**src/rtl/debug_controller.sv**
```systemverilog
// UART-side debug unit: loads instruction memory, runs or single-steps the pipeline, and dumps PC/cycles/registers over tx.
// Optional data-memory dump is enabled with DEBUG_DMEM_DUMP_EN.
module debug_controller #(
  parameter int NB_DATA    = 32,
  parameter int N_BYTES    = 4,
  parameter int N_BITS     = 8,
  parameter int NB_ADDR    = 7,
  parameter int NB_PC      = 7,
  parameter int NB_REG     = 5,
  parameter int N_REGISTER = 32,
  parameter logic [NB_DATA-1:0] HALT_WORD = 32'hFFFF_FFFF
`ifdef DEBUG_DMEM_DUMP_EN
  ,
  parameter int N_DMEM_WORDS = 32
`endif
) (
  input  logic               clock,
  input  logic               reset,
  input  logic [N_BITS-1:0]  rx_data_i,
  input  logic               rx_done_i,
  output logic [N_BITS-1:0]  tx_data_o,
  output logic               tx_start_o,
  input  logic               tx_done_i,
  output logic               imem_wr_en_o,
  output logic [NB_ADDR-1:0] imem_addr_o,
  output logic [NB_DATA-1:0] imem_data_o,
  output logic               en_pipeline_o,
  input  logic               halt_i,
  input  logic [NB_PC-1:0]   pc_i,
  output logic [NB_REG-1:0]  reg_addr_o,
  input  logic [NB_DATA-1:0] reg_data_i,
`ifdef DEBUG_DMEM_DUMP_EN
  output logic [NB_ADDR-1:0] dmem_addr_o,
  input  logic [NB_DATA-1:0] dmem_data_i,
`endif
  output logic               load_err_o
);

`ifdef DEBUG_DMEM_DUMP_EN
  localparam int N_WORDS = 2 + N_REGISTER + N_DMEM_WORDS;
`else
  localparam int N_WORDS = 2 + N_REGISTER;
`endif
  localparam int NB_WIDX = $clog2(N_WORDS + 1);
  localparam int NB_BCNT = $clog2(N_BYTES + 1);

  localparam logic [N_BITS-1:0] CMD_LOAD = N_BITS'(8'h4C);
  localparam logic [N_BITS-1:0] CMD_CONT = N_BITS'(8'h43);
  localparam logic [N_BITS-1:0] CMD_STEP = N_BITS'(8'h53);
  localparam logic [N_BITS-1:0] CMD_NEXT = N_BITS'(8'h4E);
  localparam logic [N_BITS-1:0] CMD_QUIT = N_BITS'(8'h51);

  typedef enum logic [3:0] {
    S_IDLE, S_LOAD, S_LOAD_WR, S_RUN, S_STEP_WAIT, S_STEP, S_STEP_POST,
    S_DUMP_ADDR, S_DUMP_CAP, S_DUMP_SEND, S_DUMP_WAIT
  } state_t;

  state_t               r_state;
  state_t               w_state_next;
  state_t               r_ret;
  logic                 r_step_halt;
  logic [NB_DATA-1:0]   r_word;
  logic [NB_BCNT-1:0]   r_byte_cnt;
  logic [NB_ADDR-1:0]   r_addr;
  logic                 r_load_err;
  logic [NB_DATA-1:0]   r_cycle;
  logic [NB_WIDX-1:0]   r_widx;
  logic [NB_DATA-1:0]   r_shift;
  logic [NB_REG-1:0]    r_reg_addr;
`ifdef DEBUG_DMEM_DUMP_EN
  logic [NB_ADDR-1:0]   r_dmem_addr;
  logic                 w_dmem_sel;
`endif

  logic                 w_en;
  logic                 w_tx_start;
  logic                 w_imem_wr;
  logic                 w_byte_last;
  logic                 w_word_last;
  logic                 w_is_halt;
  logic                 w_addr_last;
  logic                 w_reg_sel;
  logic [NB_DATA-1:0]   w_word_src;

  assign w_byte_last = (r_byte_cnt == NB_BCNT'(N_BYTES - 1));
  assign w_word_last = (r_widx == NB_WIDX'(N_WORDS - 1));
  assign w_is_halt   = (r_word == HALT_WORD);
  assign w_addr_last = &r_addr;
  assign w_reg_sel   = (r_widx >= NB_WIDX'(2)) && (r_widx < NB_WIDX'(2 + N_REGISTER));
`ifdef DEBUG_DMEM_DUMP_EN
  assign w_dmem_sel  = (r_widx >= NB_WIDX'(2 + N_REGISTER));
`endif

  // Source of the word being dumped, indexed by word position in the dump
  always_comb begin
    w_word_src = reg_data_i;
    if (r_widx == '0) begin
      w_word_src = NB_DATA'(pc_i);
    end else if (r_widx == NB_WIDX'(1)) begin
      w_word_src = r_cycle;
    end
`ifdef DEBUG_DMEM_DUMP_EN
    else if (w_dmem_sel) begin
      w_word_src = dmem_data_i;
    end
`endif
  end

  always_ff @(posedge clock or posedge reset) begin
    if (reset) begin
      r_state <= S_IDLE;
    end else begin
      r_state <= w_state_next;
    end
  end

  always_comb begin
    w_state_next = r_state;
    w_en         = 1'b0;
    w_tx_start   = 1'b0;
    w_imem_wr    = 1'b0;
    case (r_state)
      S_IDLE: begin
        if (rx_done_i) begin
          if (rx_data_i == CMD_LOAD)      w_state_next = S_LOAD;
          else if (rx_data_i == CMD_CONT) w_state_next = S_RUN;
          else if (rx_data_i == CMD_STEP) w_state_next = S_STEP_WAIT;
        end
      end
      S_LOAD: begin
        if (rx_done_i && w_byte_last) w_state_next = S_LOAD_WR;
      end
      S_LOAD_WR: begin
        w_imem_wr    = 1'b1;
        w_state_next = (w_is_halt || w_addr_last) ? S_IDLE : S_LOAD;
      end
      S_RUN: begin
        w_en = 1'b1;
        if (halt_i) w_state_next = S_DUMP_ADDR;
      end
      S_STEP_WAIT: begin
        if (rx_done_i) begin
          if (rx_data_i == CMD_NEXT)      w_state_next = S_STEP;
          else if (rx_data_i == CMD_QUIT) w_state_next = S_IDLE;
        end
      end
      S_STEP: begin
        w_en         = 1'b1;
        w_state_next = S_STEP_POST;
      end
      S_STEP_POST: w_state_next = S_DUMP_ADDR;
      S_DUMP_ADDR: w_state_next = S_DUMP_CAP;
      S_DUMP_CAP:  w_state_next = S_DUMP_SEND;
      S_DUMP_SEND: begin
        w_tx_start   = 1'b1;
        w_state_next = S_DUMP_WAIT;
      end
      S_DUMP_WAIT: begin
        if (tx_done_i) begin
          if (!w_byte_last)      w_state_next = S_DUMP_SEND;
          else if (w_word_last)  w_state_next = r_ret;
          else                   w_state_next = S_DUMP_ADDR;
        end
      end
      default: w_state_next = S_IDLE;
    endcase
  end

  always_ff @(posedge clock or posedge reset) begin
    if (reset) begin
      r_ret       <= S_IDLE;
      r_step_halt <= 1'b0;
      r_word      <= '0;
      r_byte_cnt  <= '0;
      r_addr      <= '0;
      r_load_err  <= 1'b0;
      r_cycle     <= '0;
      r_widx      <= '0;
      r_shift     <= '0;
      r_reg_addr  <= '0;
`ifdef DEBUG_DMEM_DUMP_EN
      r_dmem_addr <= '0;
`endif
    end else begin
      if (w_en) r_cycle <= r_cycle + NB_DATA'(1);
      case (r_state)
        S_IDLE: begin
          if (w_state_next == S_LOAD) begin
            r_addr     <= '0;
            r_load_err <= 1'b0;
            r_byte_cnt <= '0;
          end else if (w_state_next == S_RUN || w_state_next == S_STEP_WAIT) begin
            r_cycle <= '0;
          end
        end
        S_LOAD: begin
          if (rx_done_i) begin
            r_word     <= {rx_data_i, r_word[NB_DATA-1:N_BITS]};
            r_byte_cnt <= w_byte_last ? '0 : r_byte_cnt + NB_BCNT'(1);
          end
        end
        S_LOAD_WR: begin
          r_addr <= r_addr + NB_ADDR'(1);
          if (!w_is_halt && w_addr_last) r_load_err <= 1'b1;
        end
        S_RUN: begin
          if (halt_i) begin
            r_ret      <= S_IDLE;
            r_widx     <= '0;
            r_byte_cnt <= '0;
          end
        end
        S_STEP: r_step_halt <= halt_i;
        S_STEP_POST: begin
          // A halt retiring on or right after the step ends stepping
          r_ret      <= (r_step_halt || halt_i) ? S_IDLE : S_STEP_WAIT;
          r_widx     <= '0;
          r_byte_cnt <= '0;
        end
        S_DUMP_ADDR: begin
          r_reg_addr <= w_reg_sel ? NB_REG'(r_widx - NB_WIDX'(2)) : '0;
`ifdef DEBUG_DMEM_DUMP_EN
          r_dmem_addr <= w_dmem_sel ? NB_ADDR'(r_widx - NB_WIDX'(2 + N_REGISTER)) : '0;
`endif
        end
        S_DUMP_CAP: r_shift <= w_word_src;
        S_DUMP_WAIT: begin
          if (tx_done_i) begin
            r_shift <= r_shift >> N_BITS;
            if (w_byte_last) begin
              r_byte_cnt <= '0;
              r_widx     <= r_widx + NB_WIDX'(1);
            end else begin
              r_byte_cnt <= r_byte_cnt + NB_BCNT'(1);
            end
          end
        end
        default: ;
      endcase
    end
  end

  assign tx_data_o     = r_shift[N_BITS-1:0];
  assign tx_start_o    = w_tx_start;
  assign imem_wr_en_o  = w_imem_wr;
  assign imem_addr_o   = r_addr;
  assign imem_data_o   = r_word;
  assign en_pipeline_o = w_en;
  assign reg_addr_o    = r_reg_addr;
  assign load_err_o    = r_load_err;
`ifdef DEBUG_DMEM_DUMP_EN
  assign dmem_addr_o   = r_dmem_addr;
`endif

endmodule

```
**config.mk**
```make
export PLATFORM = sky130hd
export DESIGN_NAME = debug_controller
export DESIGN_NICKNAME = d
export VERILOG_FILES = /design/src/rtl/debug_controller.sv
export SDC_FILE = /design/constraint.sdc
export NUM_CORES = 1
export LEC_CHECK = 0
export CAP_MARGIN = 20
export CORE_MARGIN = 2
export CORE_UTILIZATION = 37
export CTS_CLUSTER_SIZE = 10
export DETAILED_ROUTE_END_ITERATION = 8
export DONT_BUFFER_PORTS = 1
export PLACE_DENSITY = 0.61
export SKIP_CTS_REPAIR_TIMING = 1
export SYNTH_ARGS = -nofsm -noshare
export SYNTH_HDL_FRONTEND = slang
export SYNTH_SLANG_ARGS = --single-unit
export TNS_END_PERCENT = 5
```
**constraint.sdc**
```tcl
create_clock -name clock -period 9.1 [get_ports clock]
set_input_delay 0 -clock clock [delete_from_list [all_inputs] [get_ports clock]]
set_output_delay 0 -clock clock [all_outputs]
set_load 0.02 [all_outputs]
```
==> qor.yml, run 1 <==
cts_tree: "built"
final_layout_size_suffix_gt1_share_pct: 15.0
ys_types: 51
yosysMostFrequentCell: "dfrtp_1"
antenna_found_initial: 0
area_growth_syn_to_layout_pct: 17.8
fin_area_mm2: 0.00748
core_mm2: 0.0167
yosys_warnings: 0
rsz0062_at_grt: "no"
startpoint_type: "flip-flop"
gp_congestion: 0.853
dpl_cell_area_mm2: 0.00651
yosys.area.top_type: "dfrtp_1"
synth_area_per_cell_um2: 10.0
vias: 4814
path_cells: "nor4bb_4 -> buf_4 -> and3_1 -> nand2_1 -> nand4_1 -> o31a_1 -> buf_4 -> a211oi_2 -> mux2_1"
seq_area_mm2: 0.00310
ant_nets: 0
rr_endpoint: "r_byte_cnt[1]"
r2r_slack_ns: 5.94
ys_seq_elements: 124
setup-violations-final: 0
top_layer: "met4"
violations: "negative hold slack"
period_share_pct: 34.7
arrival_ns: 3.45
track_usage_pct: 17.9
synthArstFlopShare_pct: 100
cap_violations: 0
ys_seq_area_share_pct: 48.9
critPathMaxStageDelay_ns: 0.61
criticalPathCategory: "flip-flop to flip-flop"
worstSkewPairLatency_ns: 0.42
htree_levels: 4
post-route-util_pct: 44.8
multi_input_area_mm2: 0.00305
synth_top_area_share_pct: 48.9
powerDensity_mw_per_mm2: 320
clk_pin_slew_worst_paths_ns: 0.06
min_period_ns: 3.16
cp-endpoint: "r_byte_cnt[1]"
totalWireLength_um: 15800
nNetsFinal: 714
met3_wirelength_um: 899
clockRootBuffer: "clkbuf_16"
met2_length_um: 7530
drv_slew: 0
die_y_um: 135
syn_inst: 634
grt_pass1_vias: 4757
p_leak_uw: 0.00336
synth-main-ff-cell: "dfrtp_1"
start_util_pct: 38.0
grt_pass1_wl_um: 25600
crit_fanout: 35
endpoint_kind: "flip-flop"
hpwlAfterDp_um: 11000
die_width_um: 135
fill_cells: 1590
rr_startpoint: "r_state[3]"
netlist_area_mm2: 0.00635
first_pass_iters: 4
grt_max_degree: 85
crit_slowest_cell: "dfrtp_1"
critPathLaunch: "r_state[3]"
cts.sinks: 124
syn_nets: 695
numPortBuffers: 0
synth-edff-count: 0
met1Wirelength_um: 7040
status: "finished with violations"
r2r_cells: 9
remaining_drc_errors: 0
core.rowCount: 47
hold_violations: 13
cts_buffer_depth: 2
worst_hold_slack_ns: -0.0527
worstPathRequired_ns: 9.40
die-area_mm2: 0.0182
synth_common_cells: "dfrtp_1, nand2_1, nor2_1"
critPathMostFrequentCell: "buf_4"
fmax_mhz: 317
ios: 108
overflow: 0
diodes: 0
worst_slew_pin_slew_ns: 0.779
yosys-top-cells-area: "dfrtp_1, mux2_2, nand2_1"
cts_inserted_buffers: 17
clock_skew_ns: 0.00993
detail_route.vias_per_cell: 5.43
wire_per_inst_um: 17.8
ir_drop_mv: 0.164
min_path_type: "input pin to flip-flop"
initialDrtViolationCount: 284
relSlewSlack_pct: 47.7
setup_tns_ns: 0
per-layer routing:
layer / up-vias / global-route usage, %
met2: 141 / 28.0
met4: 0 / 8.16
li1: 2283 / -
met5: - / 0
met3: 26 / 4.80
met1: 2364 / 23.3
sequential cells by signal, indices dropped and copies added, names as in the netlist:
name,flops
r_widx,6
r_shift,32
r_ret,1
r_step_halt,1
r_state,4
imem_data_o,32
r_byte_cnt,3
imem_addr_o,7
reg_addr_o,5
load_err_o,1
r_cycle,32
placed cells by master (no fill, tap or decap), drive strengths merged, types with 2 or more instances in the layout:
master	n
nand2b	9
o31ai	2
and3	13
nand4	20
a22oi	18
buf	8
o31a	2
inv	8
and2	2
nor4	6
clkinv	4
a211oi	8
mux2i	19
nand2	73
clkbuf	19
xnor2	8
mux2	53
nor3	11
a21o	2
nor2	57
clkinvlp	4
nor3b	2
nand3	20
o21ai	54
or3	6
dfrtp	124
a21oi	19
ha	9
or2	3
dlygate4sd3	32
xor2	24
bufinv	4
o211ai	3
nor2b	9
logic make-up after synthesis:
kind of cell    after synthesis  share of synthesized area, %
compound gates              113                          10.8
xor+xnor                     32                          4.42
fa+ha+maj                     9                          1.77
buf+inv                      47                          3.39
flops                       124                          48.9
mux                          72                          12.4
simple gates                237                          18.4
cell type report:
type / instances / area share [%]
Timing Repair Buffer: 40 / 5.35
Clock inverter: 13 / 2.54
Tap cell: 220 / 3.68
Inverter: 7 / 0.385
Multi-Input combinational cell: 463 / 40.8
Sequential cell: 124 / 41.5
Clock buffer: 19 / 5.79
power breakdown:
part	switching (uW)	internal, uW
clock	255	460
combinational	351	256
sequential	330	744
critical path, delay by kind of cell, from the launching register on:
kind            cells  cell delay, ns
simple gates        4            1.07
buf+inv             2            0.73
flops               1            0.61
mux                 1            0.36
compound gates      2            0.26
metrics by stage:
step                      worst slack [ns]  power [uW]  hold WS, ns  instances
after global routing                  5.67        2550     0.000320        886
after floorplan                       5.80        1510       0.0946        634
final                                 5.94        2400      -0.0527        886
after CTS                             5.93        2400       -0.516        853
after detailed placement              5.95        1680      -0.0594        821
after global placement                6.14        1640      -0.0723        821
worst min path at each step:
| stage | startpoint | endpoint | cells past startpoint |
|---|---|---|---|
| final | pc_i[4] | r_shift[4] | 4 |
| after detailed placement | reset | imem_addr_o[2] | 1 |
| after floorplan | halt_i | r_ret[2] | 1 |
| after global routing | reg_data_i[14] | r_shift[14] | 3 |
| after CTS | reset | imem_addr_o[2] | 1 |
| after global placement | reset | imem_addr_o[3] | 1 |
Power figures use the tool's default switching activity.
==> inputs of run 2 (changes only) <==
==> constraint.sdc (replaced) <==
create_clock -name clock -period 3.27 [get_ports clock]
set_input_delay 0 -clock clock [delete_from_list [all_inputs] [get_ports clock]]
set_output_delay 0 -clock clock [all_outputs]
set_load 0.02 [all_outputs]
==> run 2 against run 1 <==
Worst setup slack got worse by 5.5 ns. First-iteration DRC count increased by 24%. Fmax increased by 12%. Sequential cell count unchanged. The flow still finishes with violations (negative hold slack). Clock skew decreased by 0.0018 ns. Clock power increased by 150%. Worst hold slack improved by 0.026 ns. Highest routed layer unchanged. Non-clock buffer count increased by 4. Largest power group unchanged. Power increased to 2.7 times the previous value.
==> qor.yml, run 2 (same netlist as run 1, synthesis figures left out) <==
fill_cells: 1587  # -0.19%
detail_route.vias_per_cell: 5.43  # -0.11%
initialDrtViolationCount: 352  # +24%
grt_pass1_vias: 4599  # -3.3%
ir_drop_mv: 0.483  # +200%
post-route-util_pct: 44.6  # -0.21 points
min_path_type: "input pin to flip-flop"
worst_hold_slack_ns: -0.0268  # +0.0259 ns
period_share_pct: 86.5  # +52 points
status: "finished with violations"
arrival_ns: 3.13  # -0.32 ns
criticalPathCategory: "flip-flop to flip-flop"
worstSkewPairLatency_ns: 0.42  # about the same
grt_pass1_wl_um: 24500  # -4.1%
core.rowCount: 47  # unchanged
ios: 108  # unchanged
clock_skew_ns: 0.00815  # -0.00178 ns
track_usage_pct: 17.3  # -0.58 points
hpwlAfterDp_um: 10900  # -0.26%
hold_violations: 4  # -9
totalWireLength_um: 15500  # -1.6%
final_layout_size_suffix_gt1_share_pct: 15.4  # +0.38 points
p_leak_uw: 0.00335  # -0.29%
mostFrequentLayoutCells: "dfrtp_1, nand2_1, nor2_1"
startpoint_type: "flip-flop"
die_y_um: 135  # unchanged
cts_inserted_buffers: 17  # unchanged
clk_pin_slew_worst_paths_ns: 0.06  # about the same
overflow: 0  # unchanged
cts.sinks: 124  # unchanged
min_period_ns: 2.83  # -0.327 ns
seq_area_mm2: 0.00310  # unchanged
cap_violations: 0  # unchanged
antenna_found_initial: 0  # unchanged
nNetsFinal: 718  # +0.56%
gp_congestion: 0.932  # +9.2%
vias: 4825  # +0.23%
setup_tns_ns: 0  # unchanged
drv_slew: 0  # unchanged
cts_tree: "built"
powerDensity_mw_per_mm2: 865  # +170%
grt_max_degree: 125  # +47%
rsz0062_at_grt: "no"
multi_input_area_mm2: 0.00305  # unchanged
cts_buffer_depth: 2  # unchanged
endpoint_kind: "flip-flop"
violations: "negative hold slack"
fin_area_mm2: 0.00744  # -0.47%
die_width_um: 135  # unchanged
clockRootBuffer: "clkbuf_16"
numPortBuffers: 0  # unchanged
fmax_mhz: 353  # +12%
core_mm2: 0.0167  # unchanged
relSlewSlack_pct: 46.0  # -1.6 points
area_growth_syn_to_layout_pct: 17.3
worstPathRequired_ns: 3.57  # -5.83 ns
diodes: 0  # unchanged
die-area_mm2: 0.0182  # unchanged
crit_fanout: 18  # -49%
wire_per_inst_um: 17.5  # -1.9%
ant_nets: 0  # unchanged
dpl_cell_area_mm2: 0.00655  # +0.56%
final_common_cell: "dfrtp_1"
worst_slew_pin_slew_ns: 0.803  # +0.0244 ns
first_pass_iters: 5  # +1
remaining_drc_errors: 0  # unchanged
setup-violations-final: 0  # unchanged
htree_levels: 4  # unchanged
start_util_pct: 38.0  # unchanged
==> run 2: cell types whose count changed in the layout (fill, tap and decap cells not counted) <==
cell	previous run	this run
buf_12	0	1
buf_16	1	0
buf_4	7	9
bufinv_16	4	1
clkbuf_1	2	0
clkbuf_8	0	1
clkinv_2	1	3
clkinv_4	2	4
dlygate4sd3_1	32	34
inv_4	1	0
==> run 2: final cells by class <==
class	instances	share of cell area (%)
Inverter	7	0.403
Clock buffer	18	5.90
Multi-Input combinational cell	463	41.0
Clock inverter	13	1.61
Tap cell	220	3.70
Timing Repair Buffer	44	5.75
Sequential cell	124	41.7
==> run 2: power by group <==
part | switching, uW | total (uW) | internal (uW)
clock network | 705 | 1770 | 1060
logic | 974 | 1700 | 727
registers | 904 | 2970 | 2070
total | 2580 | 6440 | 3860
==> run 2: layer usage <==
metal	vias to the layer above	wire length, um	global-route usage (%)
met5	-	0	0
met2	147	7290	26.3
met4	0	436	7.64
met1	2365	6830	22.5
met3	27	988	6.01
li1	2286	-	-
==> run 2: stage by stage <==
step                cells  total power [uW]  worst slack (ns)
floorplan             634              4190             0.943
global route          889              6850             0.207
CTS                   855              6460             0.484
global placement      824              4570             0.649
detailed placement    824              4670             0.486
finish                889              6440             0.440
==> run 2: final timing paths <==
| kind | from | end | slack [ns] | cells past startpoint |
|---|---|---|---|---|
| hold / removal | pc_i[1] | r_shift[1] | -0.03 | 4 |
| setup reg to reg | r_state[1] | r_byte_cnt[1] | 0.44 | 7 |
| min in group asynchronous | reset | imem_addr_o[4] | 0.21 | 3 |
| setup / recovery | r_state[1] | r_byte_cnt[1] | 0.44 | 7 |
| hold reg to reg | r_step_halt | r_ret[2] | 0.44 | 1 |
| max in group asynchronous | reset | imem_addr_o[0] | 2.48 | 3 |
==> run 2: critical path, stage by stage (launching register included) <==
cell      delay, ns
dfrtp_1        0.65
nor2b_1        0.38
nand2_1        0.33
clkinv_1       0.32
nand3_1        0.13
and3_1         0.21
a211oi_2       0.32
mux2_1         0.36
==> inputs of run 3 (changes only) <==
--- a/config.mk
+++ b/config.mk
@@ -12,7 +12,7 @@
 export DETAILED_ROUTE_END_ITERATION = 8
 export DONT_BUFFER_PORTS = 1
 export PLACE_DENSITY = 0.61
-export SKIP_CTS_REPAIR_TIMING = 1
+export REMOVE_ABC_BUFFERS = 1
 export SYNTH_ARGS = -nofsm -noshare
 export SYNTH_HDL_FRONTEND = slang
 export SYNTH_SLANG_ARGS = --single-unit
==> run 3 against run 2 <==
The flow now finishes without violations. Die area unchanged. Utilization increased by 1.2 points. Worst setup slack improved by 0.12 ns. Non-clock buffer count increased by 15. Clock skew increased by 0.0011 ns. Register-to-register slack improved by 0.12 ns. Sequential cell count unchanged. Sequential share of layout area decreased by 1.1 points. Wire length increased by 0.72%. Largest cell class unchanged. Cell area increased by 2.7%. Highest routed layer unchanged. Critical path depth unchanged.
==> qor.yml, run 3 (same netlist as run 1, synthesis figures left out) <==
remaining_drc_errors: 0  # unchanged
hold_violations: 0  # -4
setup_tns_ns: 0  # unchanged
diodes: 0  # unchanged
hold_depth: 3  # -1
clockRootBuffer: "clkbuf_16"
antenna_found_initial: 0  # unchanged
powerDensity_mw_per_mm2: 875  # +1.1%
grt_max_degree: 70  # -44%
die-area_mm2: 0.0182  # unchanged
cts_buffer_depth: 2  # unchanged
fill_cells: 1584  # -0.19%
first_pass_iters: 4  # -1
area_growth_syn_to_layout_pct: 20.5
die_y_um: 135  # unchanged
status: "complete, no violations"
r2r_cells: 7  # unchanged
start_util_pct: 38.0  # unchanged
post-route-util_pct: 45.8  # +1.2 points
final_layout_size_suffix_gt1_share_pct: 15.5  # +0.078 points
worstSkewPairLatency_ns: 0.41  # about the same
relSlewSlack_pct: 41.3  # -4.7 points
grt_pass1_wl_um: 25600  # +4.6%
initialDrtViolationCount: 253  # -28%
overflow: 0  # unchanged
core_mm2: 0.0167  # unchanged
htree_levels: 4  # unchanged
p_leak_uw: 0.00346  # +3.1%
dpl_cell_area_mm2: 0.00656  # +0.21%
track_usage_pct: 17.9  # +0.55 points
gp_congestion: 0.854  # -8.4%
nNetsFinal: 733  # +2.1%
criticalPathCategory: "flip-flop to flip-flop"
setup-violations-final: 0  # unchanged
ios: 108  # unchanged
mostFrequentLayoutCells: "dfrtp_1, nand2_1, nor2_1"
postCtsSetupRepairBufs: 0
period_share_pct: 82.8  # -3.8 points
rsz0062_at_grt: "no"
totalWireLength_um: 15700  # +0.72%
core.rowCount: 47  # unchanged
cts_tree: "built"
min_path_type: "input pin to flip-flop"
crit_fanout: 12  # -6
cap_violations: 0  # unchanged
ir_drop_mv: 0.509  # +5.4%
hpwlAfterDp_um: 10900  # -0.31%
multi_input_area_mm2: 0.00305  # unchanged
seq_area_mm2: 0.00310  # unchanged
finalPower_uw: 6690  # +3.8%
min_period_ns: 2.71  # -0.124 ns
wire_per_inst_um: 17.3  # -1.1%
drv_slew: 0  # unchanged
die_width_um: 135  # unchanged
fmax_mhz: 370  # +4.6%
worstPathRequired_ns: 3.56  # about the same
vias: 4892  # +1.4%
cts_inserted_buffers: 17  # unchanged
final_common_cell: "dfrtp_1"
numPortBuffers: 0  # unchanged
clock_skew_ns: 0.00930  # +0.00115 ns
detail_route.vias_per_cell: 5.41  # -0.40%
endpoint_kind: "flip-flop"
arrival_ns: 2.99  # -0.14 ns
fin_area_mm2: 0.00765  # +2.7%
grt_pass1_vias: 4978  # +8.2%
clk_pin_slew_worst_paths_ns: 0.06  # about the same
worst_slew_pin_slew_ns: 0.874  # +0.0705 ns
startpoint_type: "flip-flop"
ant_nets: 0  # unchanged
cts.sinks: 124  # unchanged
==> run 3: worst max-delay path, stage by stage (launching register included) <==
cell	delay, ns
dfrtp_1	0.54
nor2b_1	0.36
nand2_1	0.31
clkinv_1	0.31
nand3_1	0.13
and3_1	0.22
a211oi_2	0.34
mux2_1	0.36
==> run 3: worst paths after layout <==
kind                              from            end  slack, ns
max                         r_state[0]  r_byte_cnt[0]       0.56
min                          tx_done_i  r_byte_cnt[2]       0.03
max reg2reg                 r_state[0]  r_byte_cnt[0]       0.56
min reg2reg                r_step_halt       r_ret[2]       0.45
max in group asynchronous        reset    r_cycle[14]       2.28
min in group asynchronous        reset  reg_addr_o[4]       0.19
==> run 3: layout make-up <==
class	count	share of cell area [%]
flip-flops and latches	124	40.6
inverters	7	0.376
repair buffers	59	7.49
clock buffers	19	5.92
clock inverters	13	2.16
multi-input cells	463	39.9
well taps	220	3.60
==> run 3: timing repair <==
item,CTS,global route
hold buffers,47,0
resized for setup,0,0
hold endpoints to repair,101,0
==> run 3: power breakdown <==
| group | switching (uW) | total [uW] | internal (uW) |
|---|---|---|---|
| Clock | 705 | 1950 | 1240 |
| Combinational | 1030 | 1810 | 777 |
| Sequential | 861 | 2930 | 2070 |
==> run 3: routing by layer <==
metal	GRT usage, %	up-vias	routed length [um]
met1	23.5	2461	7010
li1	-	2319	-
met4	5.73	0	156
met5	0	-	0
met2	29.0	99	7740
met3	4.69	13	744
==> run 3: through the flow <==
stage	hold WS, ns	setup WS [ns]	cells
2_1_floorplan	0.0946	-1.91	594
3_3_place_gp	0.0343	0.674	826
3_5_place_dp	0.0509	0.616	826
4_1_cts	0.00999	0.573	905
5_1_grt	0.0467	0.319	905
6_report	0.0267	0.564	905
